--- src/rtl/window_fetch.sv ---
// rtl/window_fetch.sv - fetches a 32-word window (two 4x4 blocks) from a frame into a local buffer
// One read outstanding at a time; buffer is readable combinationally in every state.
module window_fetch #(
   parameter int BASE_ADDR  = 16,
   parameter int FRAME_COLS = 64,
   parameter int COL_OFS    = 4
) (
   input  logic        clk,
   input  logic        rst_n,
   input  logic        start,
   input  logic [31:0] current_address,
   output logic        busy,
   output logic        done,
   output logic        mem_req,
   output logic [31:0] mem_addr,
   input  logic        mem_gnt,
   input  logic        mem_rvalid,
   input  logic [31:0] mem_rdata,
   input  logic [4:0]  rd_idx,
   output logic [31:0] rd_data
);

   typedef enum logic [1:0] {
      IDLE = 2'd0,
      REQ  = 2'd1,
      WAIT = 2'd2,
      DONE = 2'd3
   } state_t;

   state_t      state_q, state_d;
   logic [4:0]  k_q, k_d;
   logic [31:0] base_q, base_d;
   logic [31:0] addr_q, addr_d;
   logic [31:0] buf_q [32];
   logic        wr_en;

   // Word k: bit 4 picks the 4-column block, bits 3:2 the row, bits 1:0 the column in the block.
   function automatic logic [31:0] word_addr(input logic [4:0] k, input logic [31:0] ofs);
      logic [31:0] row;
      logic [31:0] col;
      row = {30'd0, k[3:2]};
      col = 32'(COL_OFS) + {29'd0, k[4], 2'b00} + {30'd0, k[1:0]};
      return 32'(BASE_ADDR) + ((row * 32'(FRAME_COLS) + col + ofs) << 2);
   endfunction

   always_comb begin
      state_d = state_q;
      k_d     = k_q;
      base_d  = base_q;
      addr_d  = addr_q;
      wr_en   = 1'b0;
      case (state_q)
         IDLE: begin
            if (start) begin
               base_d  = current_address;
               k_d     = 5'd0;
               addr_d  = word_addr(5'd0, current_address);
               state_d = REQ;
            end
         end
         REQ: begin
            if (mem_gnt) begin
               state_d = WAIT;
            end
         end
         WAIT: begin
            if (mem_rvalid) begin
               wr_en = 1'b1;
               if (k_q == 5'd31) begin
                  state_d = DONE;
               end else begin
                  k_d     = k_q + 5'd1;
                  addr_d  = word_addr(k_q + 5'd1, base_q);
                  state_d = REQ;
               end
            end
         end
         DONE: begin
            state_d = IDLE;
         end
         default: begin
            state_d = IDLE;
         end
      endcase
   end

   always_ff @(posedge clk or negedge rst_n) begin
      if (!rst_n) begin
         state_q <= IDLE;
         k_q     <= 5'd0;
         base_q  <= 32'd0;
         addr_q  <= 32'd0;
      end else begin
         state_q <= state_d;
         k_q     <= k_d;
         base_q  <= base_d;
         addr_q  <= addr_d;
      end
   end

   always_ff @(posedge clk or negedge rst_n) begin
      if (!rst_n) begin
         for (int i = 0; i < 32; i++) begin
            buf_q[i] <= 32'd0;
         end
      end else if (wr_en) begin
         buf_q[k_q] <= mem_rdata;
      end
   end

   assign busy     = (state_q == REQ) || (state_q == WAIT);
   assign done     = (state_q == DONE);
   assign mem_req  = (state_q == REQ);
   assign mem_addr = addr_q;
   assign rd_data  = buf_q[rd_idx];

endmodule

--- config.mk ---
export PLATFORM = sky130hd
export DESIGN_NAME = window_fetch
export DESIGN_NICKNAME = d
export VERILOG_FILES = /design/src/rtl/window_fetch.sv
export SDC_FILE = /design/constraint.sdc
export NUM_CORES = 2
export LEC_CHECK = 0
export ABC_AREA = 1
export CORE_ASPECT_RATIO = 1.1
export CORE_UTILIZATION = 40
export DETAILED_ROUTE_END_ITERATION = 16
export SKIP_CTS_REPAIR_TIMING = 1
export SYNTH_ARGS = -nofsm -noshare
export SYNTH_HDL_FRONTEND = slang
export SYNTH_SLANG_ARGS = --single-unit
--- constraint.sdc ---
create_clock -name clk -period 4.44 [get_ports clk]
set_clock_uncertainty 0.05 [all_clocks]
set_input_delay 0.444 -clock clk [delete_from_list [all_inputs] [get_ports clk]]
set_output_delay 0.444 -clock clk [all_outputs]
set_load 0.005 [all_outputs]
==> run metrics <==
status finished, violations left; failing checks DRC; Longest Clk Path Bufs 3; CTS H-tree lvls 3; Async S/R FF share, synth 100.0%; Tmin final 3892 ps; startpoint types flip-flop; critical path class flip-flop to flip-flop; Max Slew Vio Count 0; Reg clk slew, reported paths 60 ps; Worst-Margin Slew 1087 ps; worst-path cell chain inv_1 > nor3_1 > ha_1 > inv_1 > ha_1 > fa_1 > inv_1 > nand3_1 > nand2_1 > nand3_2 > nand2_2 > nand2_1 > nand3_2 > nand2_2 > nor2_2 > nand2_1 > nor2_4 > nand2_4 > xnor2_1 > o21ai_1; Pwr per Cell Area 474.6 mW/mm2; count of cell types in the netlist 41; Yosys reg bits 1091; max-cap check violation count 0; Die X 342.3 um; crit share post-route 87.65%; global-route wire length before repair 254000 um; final hold slack 186.4 ps; initial antenna violation count 16; Vias/cell 5.545; endpoint class of the critical path flip-flop; Worst Path Required 5010 ps; final wirelength 165000 um; largest net degree at the start of global routing 163; Setup TNS 0 ps; most common cell after layout, fill and taps aside o21ai_0; Die Ht 376.3 um; io pins 141; number of global-route vias before repair 41290; DR DRC count 2; Sink Count 1091; die area 0.1288 mm2; number of synthesized flops with an enable pin 0; most used cells in the layout excluding fill and tap cells o21ai_0 (1245), dfrtp_1 (1091), nand2_1 (991); reg-to-reg setup timing slack 550 ps; Ys Warns 0; cell at the slowest stage of the critical path dfrtp_1; Core Area 0.1256 mm2; Max Freq 0.2570 GHz; Fillers 12340; Setup-failing EPs final 0; Slew headroom 27.50%; overall via count from detail_route 43520; Avg Cell Area, Syn 8.195 um2; Reg2Reg Depth 20; All-Layer GR Usage 25.65%; GRT Residual Overflow 0; root buffer cell clkbuf_16; TritonRoute pass-1 iters 14; Final GP Congestion 0.8715; cells after synthesis 6217; slowest stage delay, CP 510 ps; count of final hold-check violations 0; dpl hpwl 96280 um; routed len/inst 21.02 um; DRT antenna net count 0; Synth Flop Type dfrtp_1; Clock Latency Late Sink 740 ps; CTS tree yes; critical path fanouts, max 9; RSZ-0062 raised after global routing no; Initial Utilization 40.57%; Syn Std Cell Area 0.05095 mm2; layout cells sized above 1 7.351%; Critical path origin k_q[2]; reg2reg start k_q[2]; row count 136; Max VDD drop 0.3581 mV; Reg2Reg Capture Point mem_addr[19]; leakage 26.00 nW; CP arrival 4460 ps; Layout area overhead 14.14%; final net count 6192; Num CTS Buffers 113; Seq/Total Area, Yosys 53.58%; DR iter-0 viols 3886; Min-Delay Path Class input pin to asynchronous set/reset pin; number of port buffers 136
sequential cells by signal (all words and copies together), names as in the netlist:
name / count
buf_q: 1024
state_q: 2
mem_addr: 30
k_q: 5
base_q: 30
kinds of logic (layout without fill, tap and decap cells):
family	after synthesis	in the layout	share of synthesized area [%]
simple gates	2183	2183	17.30
compound gates	2104	2104	22.23
flops	1091	1091	53.58
buf+inv	794	766	5.938
fa+ha+maj	22	22	0.5550
xor+xnor	19	19	0.3266
mux	3	3	0.06630
other cells	1	5	0.007360
metrics by stage:
stage,utilization (%),cells,worst slack (ps),total power [W],instance area [um2]
finish,46.31,7849,548.3,0.02760,58160
CTS,46.30,7845,555.4,0.02779,58140
floorplan,-,6218,1156,0.01578,50960
global route,46.31,7849,338.7,0.02904,58160
detailed placement,43.20,7636,565.7,0.01789,54250
global placement,43.20,7636,608.9,0.01777,54250
cell type report:
cell class	instances	area [um2]	area share, %
Sequential cell	1091	27300	46.94
Clock buffer	174	3458	5.947
Inverter	289	1106	1.902
Tap cell	1656	2072	3.563
Multi-Input combinational cell	4333	20790	35.75
Clock inverter	35	431.7	0.7422
Antenna cell	3	7.507	0.01291
Timing Repair Buffer	268	2992	5.144
how the worst max path moves through the flow:
stage                         to  slack, ps  cells after the start
detailed placement  mem_addr[19]        570                     20
finish              mem_addr[19]        550                     20
global placement    mem_addr[19]        610                     21
floorplan           mem_addr[27]       1160                     23
CTS                 mem_addr[19]        560                     20
global route        mem_addr[28]        340                     22
power by group:
group          internal, W  total (W)  switching (W)
Clock              0.00571    0.00989        0.00418
Combinational      0.00203    0.00548        0.00344
Sequential          0.0114     0.0122       0.000828
Total               0.0191     0.0276        0.00845
Yosys cell counts (all sizes together) (3+ instances only):
cell type  count  area [um2]
a21oi        533        2671
a31oi         42       262.8
a32oi         26       227.7
buf           35       175.2
clkbuf       470        1764
clkinv        14       53.80
dfrtp       1091       27300
ha            21       262.8
inv          275        1032
mux2           3       33.78
nand2       1034        3964
nand3        176       958.4
nand3b         7       52.55
nand4          9       71.32
nor2         951        3737
nor3           6       30.03
o211ai       109       818.3
o21ai       1253        6282
o221ai        71       621.9
o22ai         68       425.4
xnor2          6       52.55
xor2          13       113.9
worst max-delay path: cells and delay by family (launching register included):
family          cells  cell delay [ps]
xor+xnor            1              340
simple gates       12             1530
flops               1              510
fa+ha+maj           3              900
compound gates      1              100
buf+inv             3              330
metal layers:
layer	GRT usage, %	vias to the layer above	share of wire (%)
li1	-	20620	-
met1	35.83	21240	45
met2	41.54	1380	47
met3	2.820	277	5.8
met4	8.373	2	2.9
met5	0	-	0.0079
No activity file was read; power rests on OpenSTA's default activity.
